===== config.mk =====
export PLATFORM = sky130hd
export DESIGN_NAME = mix_duty_feeder
export DESIGN_NICKNAME = d
export VERILOG_FILES = /design/src/rtl/mix_duty_feeder.sv
export SDC_FILE = /design/constraint.sdc
export NUM_CORES = 1
export LEC_CHECK = 0
export ABC_AREA = 1
export BUFFER_PORTS_ARGS = -buffer_cell sky130_fd_sc_hd__buf_2
export CAP_MARGIN = 10
export CORE_MARGIN = 2
export CORE_UTILIZATION = 53
export CTS_BUF_LIST = sky130_fd_sc_hd__clkbuf_16
export DETAILED_ROUTE_END_ITERATION = 10
export GPL_ROUTABILITY_DRIVEN = 0
export GPL_TIMING_DRIVEN = 1
export HOLD_SLACK_MARGIN = 0.15
export PLACE_DENSITY = 0.73
export SLEW_MARGIN = 10
export SYNTH_ARGS = -nofsm -noshare
export SYNTH_HDL_FRONTEND = slang
export SYNTH_SLANG_ARGS = --single-unit
export TNS_END_PERCENT = 5

===== constraint.sdc =====
create_clock -name clk -period 10.93 [get_ports clk]
set_clock_uncertainty 0.05 [all_clocks]
set_input_delay 0.5465 -clock clk [delete_from_list [all_inputs] [get_ports clk]]
set_output_delay 0.5465 -clock clk [all_outputs]
set_load 0.02 [all_outputs]

===== src/rtl/mix_duty_feeder.sv =====
// mix_duty_feeder: joins one sample from each of two channel streams, applies
// a per-channel Q1.7 gain, sums, saturates and converts the result to an
// offset-binary PWM duty value. The duty output only changes at a PWM period
// boundary, so the PWM stage never sees a mid-period change.
//
// Ports:
//   clk, rst                  clock, asynchronous active-high reset
//   a_sample_i/a_valid_i/a_ready_o   channel A stream (two's complement)
//   b_sample_i/b_valid_i/b_ready_o   channel B stream (two's complement)
//   gain_a_i, gain_b_i        unsigned Q1.7 gains (128 = unity), taken on fire
//   mute_i                    loads midscale instead of the pending sample
//   pwm_enable_i, pwm_counter_i  PWM stage enable and counter
//   duty_cycle_o              registered duty to the PWM stage
//   underrun_o                pulse: period ended with no pending sample
//   underrun_count_o          saturating underrun counter
module mix_duty_feeder #(
  parameter int unsigned SAMPLE_W = 16,
  parameter int unsigned CTRVAL   = 256,
  parameter int unsigned CTRLEN   = $clog2(CTRVAL)
) (
  input  logic                clk,
  input  logic                rst,
  input  logic [SAMPLE_W-1:0] a_sample_i,
  input  logic                a_valid_i,
  output logic                a_ready_o,
  input  logic [SAMPLE_W-1:0] b_sample_i,
  input  logic                b_valid_i,
  output logic                b_ready_o,
  input  logic [7:0]          gain_a_i,
  input  logic [7:0]          gain_b_i,
  input  logic                mute_i,
  input  logic                pwm_enable_i,
  input  logic [CTRLEN-1:0]   pwm_counter_i,
  output logic [CTRLEN-1:0]   duty_cycle_o,
  output logic                underrun_o,
  output logic [7:0]          underrun_count_o
);

  localparam int unsigned PW  = SAMPLE_W + 9;
  localparam int unsigned SW2 = SAMPLE_W + 10;

  localparam logic [CTRLEN-1:0]     Midscale  = {1'b1, {(CTRLEN-1){1'b0}}};
  localparam logic [CTRLEN-1:0]     LastCount = CTRLEN'(CTRVAL - 1);
  localparam logic signed [SW2-1:0] SatMax    = SW2'((1 << (SAMPLE_W - 1)) - 1);
  // ~max == -max-1, the most negative representable sample
  localparam logic signed [SW2-1:0] SatMin    = ~SatMax;

  logic                  s1_valid_q, s1_valid_d;
  logic signed [PW-1:0]  pa_q, pa_d, pb_q, pb_d;
  logic                  s2_valid_q, s2_valid_d;
  logic [CTRLEN-1:0]     pend_q, pend_d;
  logic [CTRLEN-1:0]     duty_q, duty_d;
  logic [7:0]            ucnt_q, ucnt_d;

  logic period_end, s1_adv, in_ready, fire, miss;

  logic signed [PW-1:0]  a_ext, b_ext, ga_ext, gb_ext;
  logic signed [SW2-1:0] sum, shifted;
  logic [SAMPLE_W-1:0]   sat, obin;

  assign period_end = pwm_enable_i & (pwm_counter_i == LastCount);
  assign s1_adv     = s1_valid_q & (~s2_valid_q | period_end);
  assign in_ready   = ~s1_valid_q | s1_adv;
  // Each side's ready depends on the other's valid so both are taken together.
  assign a_ready_o  = in_ready & b_valid_i & ~rst;
  assign b_ready_o  = in_ready & a_valid_i & ~rst;
  assign fire       = a_valid_i & b_valid_i & in_ready & ~rst;
  assign miss       = period_end & ~s2_valid_q;

  assign underrun_o       = miss & ~rst;
  assign duty_cycle_o     = duty_q;
  assign underrun_count_o = ucnt_q;

  // Gain stage: signed sample times zero-extended unsigned gain.
  always_comb begin
    a_ext  = PW'($signed(a_sample_i));
    b_ext  = PW'($signed(b_sample_i));
    ga_ext = PW'({1'b0, gain_a_i});
    gb_ext = PW'({1'b0, gain_b_i});
    pa_d   = a_ext * ga_ext;
    pb_d   = b_ext * gb_ext;
  end

  // Mix stage: sum, drop the Q1.7 fraction, saturate, flip MSB to offset binary.
  always_comb begin
    sum     = SW2'(pa_q) + SW2'(pb_q);
    shifted = sum >>> 7;
    if (shifted > SatMax) begin
      sat = SatMax[SAMPLE_W-1:0];
    end else if (shifted < SatMin) begin
      sat = SatMin[SAMPLE_W-1:0];
    end else begin
      sat = shifted[SAMPLE_W-1:0];
    end
    obin   = {~sat[SAMPLE_W-1], sat[SAMPLE_W-2:0]};
    pend_d = obin[SAMPLE_W-1 -: CTRLEN];
  end

  always_comb begin
    s1_valid_d = s1_valid_q;
    s2_valid_d = s2_valid_q;
    duty_d     = duty_q;
    ucnt_d     = ucnt_q;

    if (fire) begin
      s1_valid_d = 1'b1;
    end else if (s1_adv) begin
      s1_valid_d = 1'b0;
    end

    // A refill from S1 wins over the clear on a period boundary.
    if (s1_adv) begin
      s2_valid_d = 1'b1;
    end else if (period_end) begin
      s2_valid_d = 1'b0;
    end

    if (period_end && s2_valid_q) begin
      duty_d = mute_i ? Midscale : pend_q;
    end

    if (miss && (ucnt_q != 8'hFF)) begin
      ucnt_d = ucnt_q + 8'd1;
    end
  end

  always_ff @(posedge clk or posedge rst) begin
    if (rst) begin
      s1_valid_q <= 1'b0;
      s2_valid_q <= 1'b0;
      duty_q     <= Midscale;
      ucnt_q     <= 8'd0;
    end else begin
      s1_valid_q <= s1_valid_d;
      s2_valid_q <= s2_valid_d;
      duty_q     <= duty_d;
      ucnt_q     <= ucnt_d;
    end
  end

  // Data registers carry no reset; their valid flags qualify them.
  always_ff @(posedge clk) begin
    if (fire) begin
      pa_q <= pa_d;
      pb_q <= pb_d;
    end
    if (s1_adv) begin
      pend_q <= pend_d;
    end
  end

endmodule

# ---- Yosys cells after proc, flatten, opt, wreduce, memory -nomap -nowiden
# Index checks and enable logic that the tools add are counted.
dict set report totals {
  inputBits 62
  register_bits 76
  word_cells 44
}
dict set report op_classes {
  n_mul 2
  bitwise_logic 17
  n_addsub 2
  n_reduce_logical 4
  eq_ne 2
  muxes 7
  n_lt_le_gt_ge 2
}
# cell n
set ops {}
lappend ops {{$mul A16 B9 Y25} 2}
lappend ops {{$mux W16} 2}
lappend ops {{$add A25 B25 Y26} 1}
lappend ops {{$gt A19 B16 Y1 const B} 1}
lappend ops {{$lt A19 B16 Y1 const B} 1}
lappend ops {{$and A1 B1 Y1} 11}
lappend ops {{$add A8 B1 Y8 const B} 1}
lappend ops {{$eq A8 B8 Y1 const B} 1}
lappend ops {{$mux W8} 1}
lappend ops {{$ne A8 B8 Y1 const B} 1}
lappend ops {{$mux W1} 4}
lappend ops {{$not A1 Y1} 4}
lappend ops {{$reduce_bool A2 Y1} 2}
lappend ops {{$logic_and A1 B1 Y1} 2}
lappend ops {{$or A1 B1 Y1} 2}

# ---- Logic depth before layout (Yosys ltp)
# Gate-level depths: netlist of run 1.
dict set report depth {
  word_depth 8
  ltp_mapped 24
  mapped_depth_nobuf 22
}

# ---- Worst setup path after synthesis of run 1
# No wires, ideal clock.
dict set report synth_path {
  path_kind {input -> register}
  startpoint {in rst}
  endpoint {reg pa_q[0] (enable)}
  t_arrival_ns 4.591
  required_time_ns 10.361
  setup_slack_ns 5.770
  setup_time_ns 0.519
  path_stages 3
  path_cell_list {inv_1 -> nand2_1 -> nor3_1}
}
dict set report synth_via {
  elab_chain_len 2
}
# item line_no
set synth_rtl {}
lappend synth_rtl {{from (decl)} 22} ;# input logic rst,
lappend synth_rtl {{$not A1 Y1} 67} ;# assign fire = a_valid_i & b_valid_i & in_ready & ~rst;
lappend synth_rtl {{$and A1 B1 Y1} 67}
lappend synth_rtl {{named net fire} 55} ;# logic period_end, s1_adv, in_ready, fire, miss;
lappend synth_rtl {{to (signal assigned)} 144} ;# pa_q <= pa_d;
lappend synth_rtl {{to (decl)} 49} ;# logic signed [PW-1:0] pa_q, pa_d, pb_q, pb_d;
# The timed path passes the listed nets, and every way through them passes these cells.
# A chain may end at the register's enable or synchronous reset.

# ---- Final worst setup path of run 1
dict set report layout_path {
  startpoint {in gain_a_i[0]}
  endpoint {reg pa_q[24], data pin}
}
dict set report layout_via {
  elab_chain_len 1
}
# item line_no
set layout_rtl {}
lappend layout_rtl {{from (decl)} 29} ;# input logic [7:0] gain_a_i,
lappend layout_rtl {{$mul A16 B9 Y25} 80} ;# pa_d = a_ext * ga_ext;
lappend layout_rtl {{named net pa_d[24]} 49}
# The timed path passes the listed nets, and every way through them passes these cells.

==> results of run 1 <==
[synthesized netlist by cell type, types with 12 or more instances]
cell type / number / share of area [%]
xnor2_1: 22 / 1.4
inv_1: 517 / 14
a21oi_1: 62 / 2.2
nand3_1: 47 / 1.7
clkbuf_1: 57 / 1.5
o21ai_0: 34 / 1.2
xor2_1: 35 / 2.2
ha_1: 125 / 11
fa_1: 204 / 29
dfrtp_1: 17 / 3.1
edfxtp_1: 58 / 13
nand2_1: 466 / 13
nor2_1: 70 / 1.9
nor3_1: 12 / 0.43
nand4_1: 12 / 0.54
[final timing paths]
kind | from | endpoint
worst max-delay path | gain_a_i[0] | pa_q[24]$_DFFE_PP_
min in group clk | pend_q[6]$_SDFFCE_PN1P_ | duty_cycle_o[6]$_DFFE_PP0P_
max in group asynchronous | rst | duty_cycle_o[3]$_DFFE_PP0P_
worst max register to register | pa_q[17]$_DFFE_PP_ | pend_q[6]$_SDFFCE_PN1P_
worst min register to register | pend_q[6]$_SDFFCE_PN1P_ | duty_cycle_o[6]$_DFFE_PP0P_
worst min-delay path | rst | s1_valid_q$_DFFE_PP0P_
[layout make-up]
class,instances,share of cell area [%]
Sequential cell,76,14.9
Tap cell,335,2.84
Inverter,518,13.2
Clock inverter,7,0.628
Timing Repair Buffer,81,2.77
Clock buffer,9,1.53
Multi-Input combinational cell,1151,64.2
[flip-flops by register name (all words and copies together), names as in the netlist]
name and cells:
underrun_count_o 8, pa_q 25, duty_cycle_o 8, s1_valid_q 1, s2_valid_q 1, pend_q 8, pb_q 25
[where the power goes]
part | internal (W) | total, W | switching [W]
clock | 0.000199 | 0.000313 | 0.000114
combinational | 0.000804 | 0.00214 | 0.00133
sequential | 0.000434 | 0.000435 | 0.000000964
[metrics by stage]
stage	hold WS [ps]	instance area (sq um)
5_1_grt	352	14700
4_1_cts	316	14700
2_1_floorplan	383	13900
3_3_place_gp	397	14400
6_report	298	14700
3_5_place_dp	400	14400
[logic make-up after synthesis]
| kind of cell | after synthesis |
|---|---|
| multiplexers | 1 |
| AND/OR/NAND/NOR | 639 |
| XOR/XNOR | 57 |
| buffers and inverters | 583 |
| adder cells (fa/ha/maj) | 329 |
| AO/OA/AOI/OAI | 125 |
| flip-flops | 76 |
[routing by layer]
layer	GRT usage (%)	up-vias	part of all wire, %
met1	28.8	5266	45
met2	37.3	267	49
met5	0	-	0
li1	-	5348	-
met3	2.32	32	4.8
met4	4.05	0	1.4
==> metrics, run 1 <==
Finished Layout Cells 2177; XOR/XNOR share of the synthesized area 3.60%; hold crit path type in -> async; antenna violations before repair 0; Routed Antenna Nets 0; placed wire-length estimate 24.0 mm; Post-synth EDFFs 58; Netlist Area Pre-Place 0.0139 sq mm; Clock transition at path regs 60 ps; Worst Tran Pin Value 727 ps; worst-skew pair later-pin latency 330 ps; Synth Area in Simple Gates 18.8%; syn nets 2201; Setup crit start kind input port; share of flip-flops with an asynchronous set or reset 23.7%; Critical Path Stages 17; first-pass GRT wire length 49.4 mm; fin worst setup slack 6180 ps; initial DRC count 840; setup TNS 0 ps; GRT Total Usage 21.3%; via/cell ratio 5.01; final hold violations 0; DR DRC count 0; worst slack, placed 5850 ps; slowest stage cell, crit path fa_1; Num Clock Sinks 76; die area 0.0274 sq mm; mux share of post-synthesis cell area 0.0813%; IO Count 81; predominant post-synthesis flop cell edfxtp_1; Top delay family on crit path adder cells; worst-path fanout max 16; Clock Path Buffers 2; Root Buffer clkbuf_16; FF-to-FF setup slack 8590 ps; FF+latch area 0.00219 sq mm; total grt overflow 0; most common cell after layout, fill and taps aside inv_1; die height 166 um; Finish-stage setup viols 0; largest family of logic cells by synthesized area adder cells; Yosys cell types 40; pin count of the biggest net entering global routing 51; Mean Syn Cell Area 7.65 sq um; Core Footprint 0.0258 sq mm; dpl cells 2161; Rows 59; crit share post-route 43.5%; Pwr Total 0.00288 W; multi-input logic area 0.00947 sq mm; Mapped Cells 1810; post-route minimum period 4750 ps; R2R depth 13; # H-tree levels 3; worst vdd ir 0.109 mV; Synth-to-Final Area Change 6.47%; Setup Fix Bufs, Post-CTS 0; Synth Register Bits 76; kind of critical path in -> reg; routed via count 10900; # diodes 0; fraction of the mapped netlist area in compound gates 5.03%; Max-slew headroom 51.5%; Max Clk Rate 210 MHz; commonest cells after routing, fill and taps aside inv_1 (518), nand2_1 (466), fa_1 (204); Synth Area in Adders 40.8%; number of fill cells 2393; CP arrival 4790 ps; CP required 10970 ps; fraction of final layout cells sized beyond drive strength 1 6.68%; RSZ-0062 raised after global routing no; Max-cap violations 0; post-layout util 57.1%; cts repair resizes 0; Detailed Route WL 27.9 mm; Initial Util 53.6%; Worst setup EP type flop; leakage power 8.85 nW; crit-path cells buf_2, nand2_1, fa_1, inv_1, fa_1, inv_1, fa_1, fa_1, inv_1, ha_1, inv_1, o21ai_0, a21oi_1, o21bai_1, nor2_1, nand2_1, nand2_1; Final Max Slew Viols 0; status complete, no violations; Layout Nets 2228; hold_buf cts 0; Buf/Inv on CP 5; pwr dens 196 mW/mm^2; sequential share of the synthesized area 15.8%; IO buf count 80; Die Wd 166 um; Num CTS Buffers 9; vias in the first global route 11100; critical path's largest stage delay 710 ps; yosys warns 0; drt first pass iters 5; wire length per cell 12.8 um; CTS tree built
Power figures use the tool's default switching activity.
==> run 2, diff against run 1 <==
--- a/config.mk
+++ b/config.mk
@@ -15,7 +15,7 @@
 export GPL_ROUTABILITY_DRIVEN = 0
 export GPL_TIMING_DRIVEN = 1
 export HOLD_SLACK_MARGIN = 0.15
-export PLACE_DENSITY = 0.73
+export PLACE_DENSITY = 0.76
 export SLEW_MARGIN = 10
 export SYNTH_ARGS = -nofsm -noshare
 export SYNTH_HDL_FRONTEND = slang
==> constraint.sdc (replaced) <==
create_clock -name clk -period 4 [get_ports clk]
set_clock_uncertainty 0.05 [all_clocks]
set_input_delay 0.2 -clock clk [delete_from_list [all_inputs] [get_ports clk]]
set_output_delay 0.2 -clock clk [all_outputs]
set_load 0.02 [all_outputs]
==> run 2 against run 1 <==
Against the previous run: non-clock buffer count grew 169; sequential power rose to 2.7 times the previous value; power rose to 3.8 times the previous value; register-to-register slack got worse by 6900 ps; count of clock-buffer cells in the layout is 2 higher; sequential share of layout area down 1.7 points; largest power group unchanged; worst setup slack worse by 6200 ps; final cell count grew 7.8%; die area is the same; design area is 13% higher; critical path type unchanged; the flow now finishes with violations (negative setup slack); clock power rose to 2.7 times the previous value; critical path depth unchanged.
==> metrics, run 2 (synthesis gave the netlist of run 1 again) <==
status complete, but fails checks; violated checks negative setup slack; Design Area, Final 0.0166 sq mm (+13%); IO buf count 80 (unchanged); wire length per cell 13.2 um (+3.4%); initial DRC count 857 (+2.0%); pin count of the biggest net entering global routing 51 (unchanged); Crit Reg-Reg Startpoint pa_q[21]$_DFFE_PP_; # H-tree levels 3 (unchanged); Initial Util 53.6% (unchanged); vias in the first global route 11800 (+6.7%); fraction of final layout cells sized beyond drive strength 1 19.2% (+13 points); most common cell after layout, fill and taps aside inv_1; Rows 59 (unchanged); setup TNS -53.1 ps (-53.1 ps); Net Sw Frac 47.4% (-2.8 points); Clock Path Buffers 2 (unchanged); post-route minimum period 4050 ps; die height 166 um (unchanged); power share of the combinational group 81.2% (+7.1 points); worst-skew pair later-pin latency 340 ps (about the same); # diodes 0 (unchanged); largest registers pa_q x25, pb_q x25; Max-slew headroom 51.2% (-0.29 points); Max-cap violations 0 (unchanged); Layout Nets 2397 (+7.6%); GRT Total Usage 22.8% (+1.6 points); number of fill cells 2117 (-12%); Area after DPL 0.0157 sq mm (+8.9%); worst r2r dst pend_q[6]$_SDFFCE_PN1P_; DR DRC count 0 (unchanged); crit share post-route 101%; Final Max Slew Viols 0 (unchanged); final hold slack 183 ps (-115 ps); hold path start a_valid_i; kind of critical path in -> reg; Clock transition at path regs 60 ps (about the same); final hold violations 0 (unchanged); critical path's largest stage delay 570 ps (-140 ps); hold endpoint s1_valid_q$_DFFE_PP0P_; RSZ-0062 raised after global routing yes; antenna violations before repair 0 (unchanged); Buf/Inv on CP 4 (-1); CTS tree built; FF-to-FF setup slack 1700 ps (-6890 ps); die area 0.0274 sq mm (unchanged); Num CTS Buffers 9 (unchanged); Setup Fix Bufs, Post-CTS 0 (unchanged); routed via count 11700 (+7.1%); first-pass GRT wire length 52.9 mm (+7.1%); Detailed Route WL 31.1 mm (+11%); CP required 4110 ps (-6860 ps); Root Buffer clkbuf_16; multi-input logic area 0.00998 sq mm (+5.5%); drt first pass iters 5 (unchanged); via/cell ratio 4.98 (-0.61%); hold path depth 3; Max Clk Rate 247 MHz; fin worst setup slack -53.1 ps (-6230 ps); clock share of power 7.8% (-3.1 points); Flop pwr share 11.0% (-4.1 points); placed wire-length estimate 25.9 mm (+7.8%); Int Power 0.00569 W (+300%); worst vdd ir 0.533 mV (+390%); CP arrival 4160 ps (-630 ps); switching power total 0.00513 W (+250%); crit-path cells buf_4, nand2_1, fa_2, fa_1, inv_1, fa_1, inv_1, fa_1, inv_1, ha_2, nand2_2, nor2_2, nand2_1, o21ai_1, nand3_1, nand2_1, xor2_1; Worst Tran Pin Value 732 ps (+5.16 ps); Pwr Total 0.0108 W (+280%); Top delay family on crit path adder cells; Finish-stage setup viols 1 (+1); total grt overflow 0 (unchanged); leakage power 9.73 nW (+10%); Routed Antenna Nets 0 (unchanged); slowest stage cell, crit path fa_2; commonest cells after routing, fill and taps aside inv_1 (514), nand2_1 (452), fa_1 (193); Setup crit start kind input port; Die Wd 166 um (unchanged); worst-path fanout max 12 (-4); Num Clock Sinks 76 (unchanged); Core Footprint 0.0258 sq mm (unchanged); R2R depth 11 (-2); Worst setup EP type flop; FF+latch area 0.00219 sq mm (unchanged); Synth-to-Final Area Change 20.0%; pwr dens 651 mW/mm^2 (+230%); IO Count 81 (unchanged); hold crit path type in -> reg
-- run 2: power groups by stage --
stage	Combinational (W)	Sequential [W]	Clock (W)
detailed placement	0.00742	0.00120	0
CTS	0.00754	0.00119	0.000855
finish	0.00878	0.00119	0.000845
global route	0.00973	0.00119	0.000896
floorplan	0.00453	0.00121	0
global placement	0.00720	0.00120	0
-- run 2: worst register-to-register path: cells and delay by family (launching register included) --
| kind | cells | cell delay, ps |
|---|---|---|
| compound gates | 3 | 620 |
| fa+ha+maj | 1 | 410 |
| buf+inv | 1 | 70 |
| flops | 1 | 410 |
| simple gates | 6 | 490 |
-- run 2: worst max path at each step --
stage,from,end,slack (ps),cells after the start
after floorplan,gain_a_i[2],pa_q[24]$_DFFE_PP_,-480,18
after global placement,gain_b_i[5],pb_q[20]$_DFFE_PP_,-420,17
after detailed placement,gain_b_i[5],pb_q[20]$_DFFE_PP_,-500,17
after CTS,b_sample_i[15],pb_q[23]$_DFFE_PP_,-30,15
after global routing,b_sample_i[8],pb_q[20]$_DFFE_PP_,-190,17
final,gain_b_i[2],pb_q[20]$_DFFE_PP_,-50,17
-- run 2: what timing repair did --
action                     CTS  global route
pin swaps                    3            42
setup endpoints to repair   14            25
hold buffers                 2             0
resized for setup           17           117
hold endpoints to repair    18             0
-- run 2: area by class of cell --
type / count / share of cell area (%)
multi-input combinational: 1151 / 60.1
sequential: 76 / 13.2
inverter: 518 / 11.7
timing repair buffer: 250 / 10.6
tap: 335 / 2.52
clock buffer: 11 / 1.66
clock inverter: 5 / 0.279
-- run 2: layer usage --
layer	share of wire (%)	routed length, um	global-route usage, %
met5	0	0	0
met4	1.4	444	4.20
met3	4.8	1490	2.60
met2	51	16000	40.7
met1	42	13200	30.4
-- run 2: through the flow --
stage	instances	setup slack, ps	util (%)
after floorplan	1810	-479	-
after global placement	2328	-418	60.8
after detailed placement	2328	-496	60.8
after CTS	2346	-28.1	62.4
after global routing	2346	-193	64.3
final	2346	-53.1	64.3
